File: config.mk
export PLATFORM = sky130hd
export DESIGN_NAME = reg_file_mp
export DESIGN_NICKNAME = d
export VERILOG_FILES = /design/src/rtl/regfile_pkg.sv /design/src/rtl/reg_scoreboard.sv /design/src/rtl/reg_file_mp.sv
export SDC_FILE = /design/constraint.sdc
export NUM_CORES = 2
export LEC_CHECK = 0
export ABC_AREA = 1
export BUFFER_PORTS_ARGS = -buffer_cell sky130_fd_sc_hd__clkbuf_2
export CORE_MARGIN = 4
export CORE_UTILIZATION = 35
export DETAILED_ROUTE_END_ITERATION = 12
export PLACE_DENSITY = 0.6
export SLEW_MARGIN = 25
export SYNTH_ARGS = -nofsm -noshare
export SYNTH_HDL_FRONTEND = slang
export SYNTH_HIERARCHICAL = 1
export SYNTH_SLANG_ARGS = --single-unit
File: constraint.sdc
create_clock -name clk -period 1.1 [get_ports clk]
set_input_delay 0.22 -clock clk [delete_from_list [all_inputs] [get_ports clk]]
set_output_delay 0.22 -clock clk [all_outputs]
set_load 0.1 [all_outputs]
File: src/rtl/regfile_pkg.sv
// +------------------------------------------------------------------+
// | regfile_pkg : shared defaults and index types for reg_file_mp    |
// | Rev 1.0                                                          |
// +------------------------------------------------------------------+
`default_nettype none

package regfile_pkg;

  localparam int c_XLEN  = 32;
  localparam int c_NREGS = 32;
  localparam int c_AW    = $clog2(c_NREGS);

  typedef logic [c_AW-1:0] reg_idx_t;

  localparam reg_idx_t c_ZERO_IDX = '0;

endpackage

`default_nettype wire

File: src/rtl/reg_scoreboard.sv
// +------------------------------------------------------------------+
// | reg_scoreboard : per-register busy flags (reserve / release)     |
// | Rev 1.0                                                          |
// +------------------------------------------------------------------+
`default_nettype none

module reg_scoreboard
  import regfile_pkg::*;
#(
  parameter int NREGS    = c_NREGS,
  parameter int AW       = c_AW,
  parameter int ZERO_REG = 1,
  parameter int RD_POST  = 0
) (
  input  logic             clk,
  input  logic             rst_n,
  input  logic             rsv_en,
  input  logic [AW-1:0]    rsv_addr,
  input  logic             rel_en,
  input  logic [AW-1:0]    rel_addr,
  output logic [NREGS-1:0] busy_vec,
  output logic [NREGS-1:0] busy_view
);

  logic [NREGS-1:0] r_busy;
  logic [NREGS-1:0] w_busy_nxt;

  genvar i;
  generate
    for (i = 0; i < NREGS; i++) begin : g_bit
      if (ZERO_REG != 0 && i == 0) begin : g_zero
        assign w_busy_nxt[i] = 1'b0;
      end else begin : g_live
        logic w_set;
        logic w_clr;
        assign w_set = rsv_en && (rsv_addr == AW'(i));
        assign w_clr = rel_en && (rel_addr == AW'(i));
        // A fresh reservation outranks the release of the previous producer.
        assign w_busy_nxt[i] = w_set ? 1'b1 : (w_clr ? 1'b0 : r_busy[i]);
      end
    end
  endgenerate

  always_ff @(posedge clk or negedge rst_n) begin
    if (!rst_n) begin
      r_busy <= '0;
    end else begin
      r_busy <= w_busy_nxt;
    end
  end

  assign busy_vec  = r_busy;
  assign busy_view = (RD_POST != 0) ? w_busy_nxt : r_busy;

endmodule

`default_nettype wire

File: src/rtl/reg_file_mp.sv
// +------------------------------------------------------------------+
// | reg_file_mp : NRD-read / 1-write register file with scoreboard   |
// | Define REGFILE_BYPASS_EN for write-first same-cycle reads.       |
// | Rev 1.0                                                          |
// +------------------------------------------------------------------+
`default_nettype none

module reg_file_mp
  import regfile_pkg::*;
#(
  parameter int XLEN     = c_XLEN,
  parameter int NREGS    = c_NREGS,
  parameter int AW       = c_AW,
  parameter int NRD      = 2,
  parameter int ZERO_REG = 1
) (
  input  logic                clk,
  input  logic                rst_n,
  input  logic [NRD-1:0]      rd_en,
  input  logic [NRD*AW-1:0]   rd_addr,
  output logic [NRD*XLEN-1:0] rd_data,
  output logic [NRD-1:0]      rd_busy,
  output logic [NRD-1:0]      rd_valid,
  input  logic                wr_en,
  input  logic [AW-1:0]       wr_addr,
  input  logic [XLEN-1:0]     wr_data,
  input  logic                rsv_en,
  input  logic [AW-1:0]       rsv_addr,
  output logic [NREGS-1:0]    busy_vec
);

`ifdef REGFILE_BYPASS_EN
  localparam bit c_BYPASS = 1'b1;
`else
  localparam bit c_BYPASS = 1'b0;
`endif

  localparam logic [AW-1:0] c_ZADDR = AW'(c_ZERO_IDX);

  logic [XLEN-1:0]  r_regs [NREGS];
  logic [NREGS-1:0] w_busy_view;
  logic             w_wr_ok;

  assign w_wr_ok = wr_en && !(ZERO_REG != 0 && wr_addr == c_ZADDR);

  always_ff @(posedge clk or negedge rst_n) begin
    if (!rst_n) begin
      for (int k = 0; k < NREGS; k++) begin
        r_regs[k] <= '0;
      end
    end else if (w_wr_ok) begin
      r_regs[wr_addr] <= wr_data;
    end
  end

  reg_scoreboard #(
    .NREGS    (NREGS),
    .AW       (AW),
    .ZERO_REG (ZERO_REG),
    .RD_POST  (c_BYPASS ? 1 : 0)
  ) u_sb (
    .clk       (clk),
    .rst_n     (rst_n),
    .rsv_en    (rsv_en),
    .rsv_addr  (rsv_addr),
    .rel_en    (wr_en),
    .rel_addr  (wr_addr),
    .busy_vec  (busy_vec),
    .busy_view (w_busy_view)
  );

  genvar p;
  generate
    for (p = 0; p < NRD; p++) begin : g_rd
      logic [AW-1:0]   w_addr;
      logic            w_zero;
      logic            w_hit;
      logic [XLEN-1:0] w_data;
      logic            w_busy;
      logic [XLEN-1:0] r_data;
      logic            r_busy;
      logic            r_valid;

      assign w_addr = rd_addr[p*AW +: AW];
      assign w_zero = (ZERO_REG != 0) && (w_addr == c_ZADDR);
      assign w_hit  = c_BYPASS && w_wr_ok && (wr_addr == w_addr);

      always_comb begin
        w_data = r_regs[w_addr];
        w_busy = w_busy_view[w_addr];
        if (w_zero) begin
          w_data = '0;
          w_busy = 1'b0;
        end else if (w_hit) begin
          w_data = wr_data;
        end
      end

      always_ff @(posedge clk or negedge rst_n) begin
        if (!rst_n) begin
          r_data  <= '0;
          r_busy  <= 1'b0;
          r_valid <= 1'b0;
        end else begin
          r_valid <= rd_en[p];
          if (rd_en[p]) begin
            r_data <= w_data;
            r_busy <= w_busy;
          end
        end
      end

      assign rd_data[p*XLEN +: XLEN] = r_data;
      assign rd_busy[p]              = r_busy;
      assign rd_valid[p]             = r_valid;
    end
  endgenerate

endmodule

`default_nettype wire
---- Word level (Yosys, flattened, before mapping) ----
Index checks and enable logic that the tools add are counted.
Widths: inputs -> output; s select.
word-level totals
  memories ................................ 0
  register bits after elaboration ......... 1,123
  bits in latches ......................... 0
  output and inout bits ................... 100
  bits in writable memories ............... 0
  input bits .............................. 58
  bits in read-only memories .............. 0
  word-level logic and storage cells ...... 318
cells by class
  divide/modulo/power cells ............... 0
  multiplexer cells ....................... 79
  $mul .................................... 0
  reductions and logical operators ........ 99
  equality and inequality tests ........... 62
  shift-type cells ........................ 0
  order comparisons ....................... 6
  $add $sub $neg .......................... 0
  bitwise gates (word level) .............. 3
operator list
  cell                number
  $bwmux 1024         1
  $bmux 32 s5         2
  $mux 32             7
  $demux 32 s5        1
  $eq 5x5->1 const B  32
  $eq 5x4->1 const B  16
  $mux 1              66
  $logic_and 1x1->1   64
  $reduce_bool 2->1   31
  $eq 5x3->1 const B  8
  $eq 5x2->1 const B  4
  $ge 6x6->1 const B  3
  $not 5->6           3
  $logic_not 5->1     3
  $lt 5x6->1 const B  2
  $bmux 1 s5          2
  $eq 5x1->1 const B  2
  $lt 6x1->1 const B  1
  $logic_not 1->1     1

---- Depth between registers and ports, before layout ----
  word-level depth ........................ 6
  mapped depth ............................ 14

---- Hierarchy ----
Netlist, hierarchy kept.
modules (own cells, without submodules)
  module          cells each  area each (µm²)  seq. area each (µm²)  times used
  reg_file_mp     8,828       59,649.7         27,326.2              1
  reg_scoreboard  244         1,795.5          775.7                 1

---- Worst setup path after synthesis ----
OpenSTA, ideal clock, no wires.
  kind .................................... register to register
  start ................................... register u_sb.r_busy[20], in the netlist u_sb/busy_vec[20]
  end ..................................... register g_rd[0].r_busy
  period minus slack after synthesis ...... 1.749 ns
  stages on the path, launching flop included .. 10
  library setup time ...................... 0.065 ns
  arrival ................................. 1.684 ns
  buffers on the path ..................... 1
  setup slack ............................. -0.649 ns
  path through ............................ dfrtp_1 -> buf_4 -> inv_1 -> o21ai_0 -> nand2_1 -> a21oi_1 -> nor2_1 -> nand2_1 -> nand3_1 -> nand2_1
between the ends
  longest elaborated chain between the ends .. 3
RTL lines
  element                       RTL line              text
  start, declared               reg_scoreboard.sv:25  logic [NREGS-1:0] r_busy;
  start signal, assigned        reg_scoreboard.sv:48  r_busy <= w_busy_nxt;
  $bmux 1 s5                    reg_file_mp.sv:90     w_busy = w_busy_view[w_addr];
  $mux 1 (not written as such)  reg_file_mp.sv:90
  $mux 1                        reg_file_mp.sv:91     if (w_zero) begin
  end signal, assigned          reg_file_mp.sv:108    r_busy <= w_busy;
  end, declared                 reg_file_mp.sv:81     logic r_busy;
No other way between the ends. The select of a mux whose other input is x is not followed.
A chain may end at the register's enable or synchronous reset.

---- Worst setup path after layout ----
  start ................................... register u_sb.r_busy[24], in the netlist u_sb/busy_vec[24]
  end ..................................... output busy_vec[24]
RTL lines
  element        RTL line           text
  end, declared  reg_file_mp.sv:29  output logic [NREGS-1:0] busy_vec
No word-level cell between the ends.

==> results.txt <==
The finished cells cover 80800 um^2. The kind of cell adding the most delay to the critical path is flip-flops. The internal portion of the total power is 90600 uW. The cell area power density is 1700 nW/um^2, and the longest individual stage delay on the worst path is 0.48 ns. For the power share of the sequential group, the log shows 0.404.

The run gives 0.88 ns as the data required time at the worst endpoint. Leaving out fill and tap cells, the most frequent cell in the layout is nand2_1. The tools report the post-place setup slack as -0.652 ns. For the number of DRC violations after detailed-routing iteration 0, the log shows 9110. The tools report the root cell of the clock tree as clkbuf_16.

The routability congestion estimate came out at 0.947. Summed over all instances, the cell type with the most area after synthesis is dfrtp_1. In this run the worst setup path terminates at busy_vec[24]. The worst setup path is captured at a primary output. The initial cell density of the core came out at 0.353. The core region is 174000 um^2.

The leftover overflow at the end of global routing came out at 0. The final layout contains 9607 nets. After synthesis, the cell types taking the most area are dfrtp_1 46%, nand2_1 24%, nand3_1 8.5%. The final reports fail on setup timing. Setup violations remaining at the end of the flow were counted as 164. Before antenna repair, the detailed router went through 8 iterations. The total via count after detailed routing was 66200; the slew at the pin closest to its max-slew limit was 0.520 ns. The critical path depth works out to 2.

The post-synthesis instance area came out at 61400 um^2. The run finished, with violations left. Across the VDD grid, the largest voltage drop is 1370 uV. Of all nets on the critical path, the largest fanout is 2. The cell depth of the worst flop-to-flop path is 11, and the first-pass GRT wire length is 405000 um.

The fraction of power spent switching nets came out at 0.339. The logs give 4 for the CTS H-tree depth and 0.457 for the portion of the post-synthesis area used by sequential elements. The run gives 0 as the number of max-slew violations in the final report. The number of buffers created by CTS is 131. The tools report the source of the worst register-to-register timing path as u_sb/busy_vec[25]. The worst hold path belongs to the class input port to flip-flop.

The critical path is of the flip-flop to primary output type. Among all stages on the critical path, the largest delay is contributed by dfrtp_4. Entering global routing, the biggest net connects 70 pins.

Once detail routing completed, the nets flagged for antenna violations numbered 0. The count of state elements after synthesis came out at 1123. Counting both buffers and inverters, the worst setup path holds a total of 2. The routed design has 271000 um of wire.

The proportion of layout cells with a drive suffix above 1 was 0.186; the average size of a mapped cell was 6.77 um^2. The clock group share of total power was 0.327. The setup check on the worst reg-to-reg path leaves a slack of -0.25 ns.

Based on the critical path, the design can be clocked at up to 0.564 GHz. The gate count after technology mapping was 9072; the static leakage power was 0.0392 uW. The die boundary width came out at 427 um. The number of global-route vias before repair came out at 62600. Setup repair after global routing could not meet its margin everywhere.

The final critical delay including setup and external delays came out at 1.77 ns. TritonCTS built the clock tree. For the boundary pin count, the log shows 158.

Leaving out fill and tap cells, the most frequent cells in the layout are 3848 x nand2_1, 1051 x dfrtp_1, 908 x nand3_1, 633 x o21ai_0, 610 x buf_4. The floorplan step defined a die boundary enclosing 182000 um^2. The endpoint identified for the worst register-to-register timing path is g_rd[1].r_busy. For the relative max-transition margin, the log shows 0.653. The total routing resource utilization after global routing came out at 0.292.

Counting along the longest clock path gives a buffer depth of 3. Across the run, the number of max-cap violations was 0. The clock net sink count was 1123. The DRC violation count after routing is 0.

The routed length per placed instance came out at 22.7 um. For the total number of yosys warnings, the log shows 6. Traced cell by cell, the critical path runs through buf_6 -> buf_12.

Clock-pin slew was measured on the worst setup and hold paths at 0.06 ns. Synthesis instantiated 26 different standard cells from the library. The analysis attributes to net switching a power of 46500 uW. The proportion of power drawn by combinational gates is 0.268, and the area growth from synthesis to final layout is 31.5%. The clock arrives with 0.0295 ns of skew.

The HPWL after detailed placement is 179000 um. The run gives 153 as the floorplan row count. Tracing the worst setup path back leads to its startpoint at u_sb/busy_vec[24]. Port buffering added 156 buffers. The via density per instance was 5.53. For the critical path arrival, the log shows 1.55 ns. STA classifies the critical path startpoint as a flip-flop. The final worst setup slack was -0.675 ns; the die outline height was 427 um.

Number of endpoints with negative hold slack in the final report: 0. The number of antenna violations at the first check in global routing is 7, and the fraction of synthesized cell area taken by the top area cell type is 0.457. After detailed placement, the total cell area comes to 74000 um^2. The portion of the clock cycle consumed by the worst path in the final layout is 1.61, and the clock insertion delay at the later pin of the skew report is 0.79 ns.
-- worst register-to-register path: stages (launching register included) --
cell and delay (ns):
dfrtp_4 0.48, buf_4 0.14, nand2_1 0.06, nand2_1 0.05
nand2_1 0.05, nand2_1 0.06, nor2_2 0.11, nand2_1 0.06
nand2_1 0.06, nand2_1 0.05, nand3_1 0.06, nand2_1 0.05
-- per-layer routing --
layer | GRT usage | up-vias | wire length [um] | part of all wire
met3 | 0.0627 | 854 | 28500 | 0.11
li1 | - | 30000 | - | -
met2 | 0.453 | 3968 | 120000 | 0.44
met1 | 0.385 | 31300 | 107000 | 0.39
met5 | 0 | - | 26 | 0.000096
met4 | 0.151 | 4 | 16000 | 0.059
-- layout make-up --
cell class | count | area, um^2
antenna | 3 | 7.51
clock buffer | 192 | 3920
clock inverter | 34 | 394
fill | 17200 | 93400
inverter | 193 | 793
multi-input combinational | 6956 | 30900
sequential | 1123 | 28200
tap | 2325 | 2910
timing repair buffer | 1144 | 13600
-- registers in the layout (all words and copies together), names as in the netlist --
register / cells
u_sb/busy_vec: 31
g_rd.r_valid: 2
g_rd.r_busy: 2
r_regs: 1024
g_rd.r_data: 64
-- power groups by stage --
stage          logic (uW)  clock network [uW]  registers, uW
2_1_floorplan       17200                   0          58000
3_3_place_gp        33500                   0          55500
3_5_place_dp        34100                   0          55700
4_1_cts             35700               45400          55100
5_1_grt             40400               47200          56200
6_report            36800               44900          55400
-- stage by stage --
step | utilization | setup TNS [ns] | hold WS, ns | cells | power (uW)
finish | 0.464 | -61.17 | 0.0818 | 12000 | 137000
global route | 0.464 | -70.23 | 0.101 | 12000 | 144000
CTS | 0.459 | -65.71 | 0.0226 | 11900 | 136000
detailed placement | 0.425 | -512.94 | 0.332 | 11600 | 89800
global placement | 0.425 | -499.10 | 0.331 | 11600 | 89100
floorplan | - | -189.80 | -0.0756 | 9073 | 75200
-- cells in the mapped netlist --
cell and instances:
nand2_1 3974, dfrtp_1 1123, nand3_1 1044, o21ai_0 819, clkbuf_1 640, nor2_1 494, o21ai_1 342, a21oi_1 218
inv_1 175, buf_1 64, buf_2 57, buf_4 38, nand3b_1 22, o211ai_1 14, inv_2 13, nor3_1 9
and3_1 6, clkinv_1 5, nor2_4 4, nor2_2 3, buf_6 2, nor4_4 2, conb_1 1, nand2_2 1
nand4_1 1, nor3_2 1
-- what timing repair did --
action                     4_1_cts  5_1_grt
resized for setup              221      180
hold endpoints to repair      2062        0
setup buffers                   62       45
pin swaps                      167      244
setup endpoints to repair      164      173
hold buffers                    44        0
-- worst min-delay path by stage --
stage                           from                end  slack [ns]  cells after the start
after detailed placement       rst_n         r_regs[87]        0.33                      2
final                          wr_en  u_sb/busy_vec[31]        0.08                      7
after global routing      wr_addr[1]  u_sb/busy_vec[25]        0.10                      6
after floorplan                rst_n     g_rd[0].r_busy       -0.08                      0
after global placement         rst_n         r_regs[87]        0.33                      2
after CTS                      wr_en  u_sb/busy_vec[31]        0.02                      7
-- cell families after synthesis --
group	Yosys count	synth area share
compound gates	1393	0.114
other cells	1	0.0000610
simple gates	5561	0.364
flops	1123	0.457
buf+inv	994	0.0644
(Power assumes the default switching activity.)
